## config.mk

```make
export PLATFORM = sky130hd
export DESIGN_NAME = b16_muldiv_flat
export DESIGN_NICKNAME = d
export VERILOG_FILES = /design/src/rtl/b16_muldiv_if.sv /design/src/rtl/b16_muldiv.sv /design/src/flat_wrapper.sv
export SDC_FILE = /design/constraint.sdc
export NUM_CORES = 1
export LEC_CHECK = 0
export CORE_MARGIN = 2
export CORE_UTILIZATION = 35
export CTS_CLUSTER_DIAMETER = 80
export DETAILED_ROUTE_END_ITERATION = 10
export PLACE_DENSITY = 0.66
export SLEW_MARGIN = 25
export SYNTH_ARGS = -nofsm -noshare
export SYNTH_HDL_FRONTEND = slang
export SYNTH_SLANG_ARGS = --single-unit
```

## constraint.sdc

```tcl
create_clock -name clk -period 4.45 [get_ports clk]
set_input_delay 0.445 -clock clk [delete_from_list [all_inputs] [get_ports clk]]
set_output_delay 0.445 -clock clk [all_outputs]
set_load 0.02 [all_outputs]
```

## src/rtl/b16_muldiv_if.sv

```systemverilog
// Request/result bundle between the b16 core and the iterative multiply/divide unit.
interface b16_muldiv_if #(
    parameter int l = 16
);
    logic         start;
    logic         op;
    logic [l-1:0] a;
    logic [l-1:0] b;
    logic         busy;
    logic         done;
    logic [l-1:0] hi;
    logic [l-1:0] lo;
    logic         dz;

    modport master (
        output start, op, a, b,
        input  busy, done, hi, lo, dz
    );

    modport slave (
        input  start, op, a, b,
        output busy, done, hi, lo, dz
    );
endinterface

```

## src/rtl/b16_muldiv.sv

```systemverilog
// Iterative unsigned shift-add multiplier / restoring divider, one step per clock.
// The accumulator pair doubles as the result registers, so hi/lo hold until the next run.
module b16_muldiv #(
    parameter int l = 16
) (
    input logic          clk,
    input logic          nreset,
    b16_muldiv_if.slave  bus
);
    localparam int cw = $clog2(l);

    typedef enum logic [1:0] {
        IDLE,
        RUN,
        DONE
    } state_t;

    state_t       state;
    state_t       state_nxt;
    logic [cw-1:0] cnt;
    logic         mode;
    logic [l-1:0] opnd;
    logic [l-1:0] acc_hi;
    logic [l-1:0] acc_lo;
    logic         dz_pend;
    logic         dz;
    logic         load;
    logic         step;
    logic         last;

    logic [l-1:0] addend;
    logic [l:0]   mul_sum;
    logic [l:0]   div_shift;
    logic [l:0]   div_trial;
    logic [l-1:0] step_hi;
    logic [l-1:0] step_lo;

    always_ff @(posedge clk) begin
        if (!nreset) begin
            state <= IDLE;
        end else begin
            state <= state_nxt;
        end
    end

    always_comb begin
        state_nxt = state;
        load      = 1'b0;
        step      = 1'b0;
        last      = 1'b0;
        case (state)
            IDLE, DONE: begin
                if (bus.start) begin
                    state_nxt = RUN;
                    load      = 1'b1;
                end else begin
                    state_nxt = IDLE;
                end
            end
            RUN: begin
                step = 1'b1;
                if (cnt == '0) begin
                    state_nxt = DONE;
                    last      = 1'b1;
                end
            end
            default: state_nxt = IDLE;
        endcase
    end

    // Multiply shifts the product right through {carry, acc_hi, acc_lo}; divide shifts the
    // dividend out of acc_lo's MSB into the remainder while quotient bits fill its LSB.
    always_comb begin
        addend    = acc_lo[0] ? opnd : {l{1'b0}};
        mul_sum   = {1'b0, acc_hi} + {1'b0, addend};
        div_shift = {acc_hi, acc_lo[l-1]};
        div_trial = div_shift - {1'b0, opnd};
        if (mode) begin
            if (!div_trial[l]) begin
                step_hi = div_trial[l-1:0];
                step_lo = {acc_lo[l-2:0], 1'b1};
            end else begin
                step_hi = div_shift[l-1:0];
                step_lo = {acc_lo[l-2:0], 1'b0};
            end
        end else begin
            step_hi = mul_sum[l:1];
            step_lo = {mul_sum[0], acc_lo[l-1:1]};
        end
    end

    always_ff @(posedge clk) begin
        if (!nreset) begin
            cnt     <= '0;
            mode    <= 1'b0;
            opnd    <= '0;
            acc_hi  <= '0;
            acc_lo  <= '0;
            dz_pend <= 1'b0;
            dz      <= 1'b0;
        end else if (load) begin
            cnt     <= cw'(l - 1);
            mode    <= bus.op;
            opnd    <= bus.op ? bus.b : bus.a;
            acc_hi  <= '0;
            acc_lo  <= bus.op ? bus.a : bus.b;
            dz_pend <= bus.op && (bus.b == '0);
        end else if (step) begin
            acc_hi <= step_hi;
            acc_lo <= step_lo;
            if (last) begin
                dz <= dz_pend;
            end else begin
                cnt <= cnt - cw'(1);
            end
        end
    end

    assign bus.busy = (state == RUN);
    assign bus.done = (state == DONE);
    assign bus.hi   = acc_hi;
    assign bus.lo   = acc_lo;
    assign bus.dz   = dz;
endmodule
```

## src/flat_wrapper.sv

```systemverilog
// flat-port wrapper written by rule: the top's interface ports become plain ports
module b16_muldiv_flat 
#(
    parameter int l = 16
)
  (clk, nreset, bus_start, bus_op, bus_a, bus_b, bus_busy, bus_done, bus_hi, bus_lo, bus_dz);
  b16_muldiv_if #(.l(l)) bus_i ();
  input logic clk;
  input logic nreset;
  input wire logic [$bits(bus_i.start)-1:0] bus_start;
  input wire logic [$bits(bus_i.op)-1:0] bus_op;
  input wire logic [$bits(bus_i.a)-1:0] bus_a;
  input wire logic [$bits(bus_i.b)-1:0] bus_b;
  output wire logic [$bits(bus_i.busy)-1:0] bus_busy;
  output wire logic [$bits(bus_i.done)-1:0] bus_done;
  output wire logic [$bits(bus_i.hi)-1:0] bus_hi;
  output wire logic [$bits(bus_i.lo)-1:0] bus_lo;
  output wire logic [$bits(bus_i.dz)-1:0] bus_dz;
  assign bus_i.start = bus_start;
  assign bus_i.op = bus_op;
  assign bus_i.a = bus_a;
  assign bus_i.b = bus_b;
  assign bus_busy = bus_i.busy;
  assign bus_done = bus_i.done;
  assign bus_hi = bus_i.hi;
  assign bus_lo = bus_i.lo;
  assign bus_dz = bus_i.dz;
  b16_muldiv #(.l(l)) u_core (.clk(clk), .nreset(nreset), .bus(bus_i));
endmodule
```

---- After elaboration in Yosys (flattened, before gate mapping) ----
Cells that the tools add are included.
cells by class
  add/sub/neg operators ................... 3
  multiply operators ...................... 0
  divide/modulo/power cells ............... 0
  magnitude comparators ................... 0
  eq/ne operators ......................... 4
  shifts and indexed selects .............. 0
  multiplexer cells ....................... 20
  bitwise operators ....................... 2
  reductions and logical operators ........ 9
operators with widths
  kind                                                 count
  2-to-1 mux 16 bit                                    8
  adder 16 x 16 -> 17 bit                              1
  subtractor 17 x 16 -> 17 bit                         1
  zero test 16 bit                                     1
  2-to-1 mux 4 bit                                     3
  2-to-1 mux 1 bit                                     7
  zero test 4 bit                                      1
  != test 2 x 1 -> 1 bit, second input constant        2
  case mux 2 bit (2 select lines)                      1
  OR reduction 2 bit                                   2
  subtractor 4 x 1 -> 4 bit, second input constant     1
  AND reduction 3 bit                                  1
  equality test 2 x 1 -> 1 bit, second input constant  1
  equality test 2 bit, second input constant           1
  zero test 2 bit                                      1
  2-to-1 mux 2 bit                                     1
  inverter 1 bit                                       2
  AND reduction 2 bit                                  1
  nonzero test 2 bit                                   1
  logical AND 1 bit                                    1
storage, ports and cells
  register bits after elaboration ......... 57
  latch bits .............................. 0
  bits in writable memories ............... 0
  ROM bits ................................ 0
  input port bits ......................... 36
  logic and storage cells ................. 46
  memories kept ........................... 0

---- Depth between registers and ports, before layout ----
  depth after elaboration ................. 6
  depth in mapped cells ................... 12
  mapped depth without buffers ............ 10

---- Worst setup path after synthesis ----
OpenSTA, ideal clock, no wires.
  path kind ............................... flip-flop to flip-flop
  start point ............................. register u_core.acc_lo[15], in the netlist u_core.bus.lo[15]
  end point ............................... register u_core.acc_hi[13], in the netlist u_core.bus.hi[13]
  setup time .............................. 0.124 ns
  data arrival time ....................... 2.703 ns
  data required time ...................... 4.326 ns
  path slack .............................. 1.624 ns
  stages on the path, launching flop included .. 13
  path buffers ............................ 2
  clock period less this slack ............ 2.826 ns
  cells stage by stage .................... dfxtp_1 > inv_1 > ha_1 > fa_1 > and2b_1 > o31ai_2 > a21o_4 > a21o_1 > buf_6 > a211o_2 > buf_6 > a311oi_2 > nor3_1
on the way
  word-level cells in the longest chain between the ends .. 3
ends and longest elaborated chain
  element                       RTL line           source
  from (decl)                   b16_muldiv.sv:24   logic [l-1:0] acc_lo;
  from (signal assigned)        b16_muldiv.sv:106  acc_lo <= bus.op ? bus.a : bus.b;
  from (signal assigned)        b16_muldiv.sv:110  acc_lo <= step_lo;
  subtractor 17 x 16 -> 17 bit  b16_muldiv.sv:77   div_trial = div_shift - {1'b0, opnd};
  2-to-1 mux 16 bit             b16_muldiv.sv:79   if (!div_trial[l]) begin
  2-to-1 mux 16 bit             b16_muldiv.sv:78   if (mode) begin
  to (signal assigned)          b16_muldiv.sv:109  acc_hi <= step_hi;
  to (decl)                     b16_muldiv.sv:23   logic [l-1:0] acc_hi;
No other way between the ends.
A chain may end at the register's enable or synchronous reset.

---- Worst setup path after layout ----
  start point ............................. register u_core.acc_lo[15], in the netlist u_core.bus.lo[15]
  end point ............................... register u_core.acc_hi[0], in the netlist u_core.bus.hi[0]
on the way
  word-level cells in the longest chain between the ends .. 3
ends and longest elaborated chain
  element                       RTL line
  subtractor 17 x 16 -> 17 bit  b16_muldiv.sv:77
  2-to-1 mux 16 bit *           b16_muldiv.sv:79
  2-to-1 mux 16 bit *           b16_muldiv.sv:78
Every way passes the cells marked *; elsewhere a longest branch is shown, timed or not.

==> impl_metrics.tcl <==
set metrics [dict create \
    holdPathStages 2 \
    nets 710 \
    reg2reg_slack_ps 1340 \
    hold_viol_final 0 \
    finalSetupViolCount 0 \
    critPathArrivalTime_ps 3320 \
    core_area_sq_um 13300 \
    grt_max_degree 69 \
    seq_power_share_pct 30.9 \
    clock-root-buffer "clkbuf_16" \
    ys_types 71 \
    ir_worst_vdd_v 0.0002519 \
    p_leak_nw 2.339 \
    synth_top_family_by_area "compound AO/OA/AOI/OAI gates" \
    synth_top_area_cell "dfxtp_1" \
    drive_above_1_share_pct 6.677 \
    drv_slew 0 \
    r2r-end "u_core.bus.hi[0]$_SDFFE_PP0P_" \
    wl_per_cell_um 17.20 \
    path_cells "inv_1, ha_1, fa_1, and2b_1, o31ai_2, a21o_4, a211oi_4, a211o_2, a211oi_1, o311a_1" \
    pin_count 71 \
    cts_tree "done" \
    netlist_area_sq_um 4787 \
    worstRegToRegCells 10 \
    cts_sinks 57 \
    synthTopCellsByCount "nor2_1 (61), dfxtp_1 (57), mux2i_1 (56)" \
    fill_cells 1314 \
    fin_skew_ps 8.154 \
    synthMuxAreaShare_pct 12.02 \
    p_switching_mw 0.6074 \
    hold_buffers 0 \
    synthCells 584 \
    globalplace.congestion 0.8949 \
    grt.total_usage_pct 19.61 \
    finalCriticalPeriod_ps 3108 \
    max_freq_mhz 321.7 \
    antenna_found_initial 0 \
    ys_warn_count 0 \
    placementRows 42 \
    drtIter0Drc 215 \
    ant_nets 0 \
    dieWidth_um 121.0 \
    powerDensity_nw_per_um2 330.0 \
    n_antenna_cell 0 \
    synthesis.nets 655 \
    grt_pass1_vias 4539 \
    synth_top_area_share_pct 23.84 \
    worstSetupStartpointType "register" \
    post-cts-setup-buffer-count 0 \
    grt_pass1_wl_um 23100 \
    p_int_mw 1.354 \
    yosysMostFrequentCell "nor2_1" \
    pre_cts_ws_ps 1391 \
    min_to "u_core.bus.dz$_SDFFE_PN0P_" \
    path_class "register to register" \
    finalSetupTns_ps 0 \
    synth-xor-area-share_pct 3.110 \
    synth-edff-count 0 \
    status "completed" \
    p_comb_share_pct 27.9 \
    max_slew_margin_pct 36.87 \
    synthSimpleGateAreaFrac_pct 18.11 \
    tightest_slew_ps 946.9 \
    cp_slowest_cell "dfxtp_1" \
    numCtsBuffers 9 \
    setup_ws_ps 1342 \
    crit_path_start "u_core.bus.lo[15]$_SDFFE_PN0P_" \
    rsz0062_at_grt "false" \
    yosys-top-cells-area "dfxtp_1 (24%), mux2i_1 (12%), a211oi_1 (8.6%)" \
    start_util_pct 36.01 \
    wirelength_um 14110 \
    path_clk_slew_ps 50 \
    period_share_pct 69.85 \
    portBuffers 70 \
    p_sw_share_pct 30.97 \
    die_h_um 121.0 \
    worstHoldStart "u_core.bus.dz$_SDFFE_PN0P_" \
    num_vias 4603 \
    place_hpwl_um 10820 \
    reg2reg_from "u_core.bus.lo[15]$_SDFFE_PN0P_" \
    avgSynthCellArea_sq_um 8.197 \
    cts_htree_levels 3 \
    cp.required_ps 4660 \
    vias_per_cell 5.613 \
    cts_resized 0 \
    power_mw 1.961 \
    drc_errors 0 \
    cts_max_path_buffers 2 \
    syn2layout_area_growth_pct 24.15 \
    p_clk_share_pct 41.2 \
    ys.flop_type "dfxtp_1" \
    critPathMaxStageDelay_ps 450 \
    ys_ff_latch 57 \
    dr.pass1.iters 4 \
    async_reset_ff_share_pct 0 \
    cp_max_fo 15 \
    synthAdderAreaFrac_pct 9.462 \
    end_kind "register" \
    grt.overflow.total 0 \
    min_path_type "register to register" \
    yosysSeqAreaShare_pct 23.84 \
    worstSkewPairLatency_ps 330 \
    die_area_sq_um 14630 \
    drv_cap 0 \
    synth_compound_area_share_pct 27.84 \
]
[cell usage in the layout (no fill, tap or decap), types with 11 or more instances in the layout]
| cell type | count |
|---|---|
| a211oi_1 | 55 |
| a21o_1 | 11 |
| a21oi_1 | 19 |
| and2_1 | 16 |
| clkdlybuf4s50_1 | 69 |
| dfxtp_1 | 57 |
| ha_1 | 33 |
| inv_1 | 31 |
| mux2i_1 | 56 |
| nand2_1 | 27 |
| nand3_1 | 20 |
| nor2_1 | 61 |
| nor3_1 | 13 |
| o21ai_0 | 22 |
[state kept, by name (all words and copies together) (netlist names)]
register,count
u_core.opnd,16
u_core.state,2
u_core.bus.hi,16
u_core.mode,1
u_core.bus.lo,16
u_core.bus.dz,1
u_core.dz_pend,1
u_core.cnt,4
[worst max-delay path, delay by kind of cell (launching register included)]
family,cells,cell delay [ps]
fa+ha+maj,2,640
flops,1,450
buf+inv,1,80
compound gates,6,1580
simple gates,1,240
[per-layer routing]
| metal | wire [um] | GRT usage [%] | up-vias | part of all wire (%) |
|---|---|---|---|---|
| li1 | - | - | 2307 | - |
| met1 | 6861 | 26.78 | 2162 | 49 |
| met2 | 6341 | 32.02 | 121 | 45 |
| met3 | 722 | 2.632 | 13 | 5.1 |
| met4 | 183 | 6.032 | 0 | 1.3 |
| met5 | 0 | 0 | - | 0 |
[cell type report]
type                            count  area, sq um  share of cell area, %
Clock buffer                       11        242.7                  4.084
Timing Repair Buffer               75        733.2                  12.34
Clock inverter                      5        102.6                  1.726
Inverter                           31        116.4                  1.958
Multi-Input combinational cell    465         3387                  56.99
Sequential cell                    57         1141                  19.20
Tap cell                          176        220.2                  3.705
[kinds of logic after synthesis]
family	after synthesis
xor+xnor	17
mux	57
simple gates	176
flops	57
compound gates	180
buf+inv	62
fa+ha+maj	35
[power groups by stage]
stage          Combinational, mW  Sequential [mW]  Clock, mW
2_1_floorplan              0.370            0.614          0
3_3_place_gp               0.531            0.615          0
3_5_place_dp               0.543            0.615          0
4_1_cts                    0.546            0.605      0.818
5_1_grt                    0.601            0.613      0.840
6_report                   0.547            0.606      0.808
[worst max path at each step]
stage,to,slack (ps),depth (start not counted)
3_5_place_dp,u_core.bus.hi[0]$_SDFFE_PP0P_,1390,10
3_3_place_gp,u_core.bus.hi[0]$_SDFFE_PP0P_,1500,10
5_1_grt,u_core.bus.hi[13]$_SDFFE_PP0P_,1120,10
2_1_floorplan,u_core.bus.hi[13]$_SDFFE_PP0P_,1620,12
6_report,u_core.bus.hi[0]$_SDFFE_PP0P_,1340,10
4_1_cts,u_core.bus.hi[0]$_SDFFE_PP0P_,1380,10
[metrics by stage]
stage                     std cells  util (%)  instance area, sq um  hold slack [ps]
final                           820     44.70                  5943            461.6
after global routing            820     44.70                  5943            491.4
after CTS                       820     44.70                  5943            465.5
after detailed placement        804     42.10                  5598            459.3
after global placement          804     42.10                  5598            449.3
after floorplan                 584         -                  4787            441.5
Note: power is estimated with default switching activity, not from simulation.
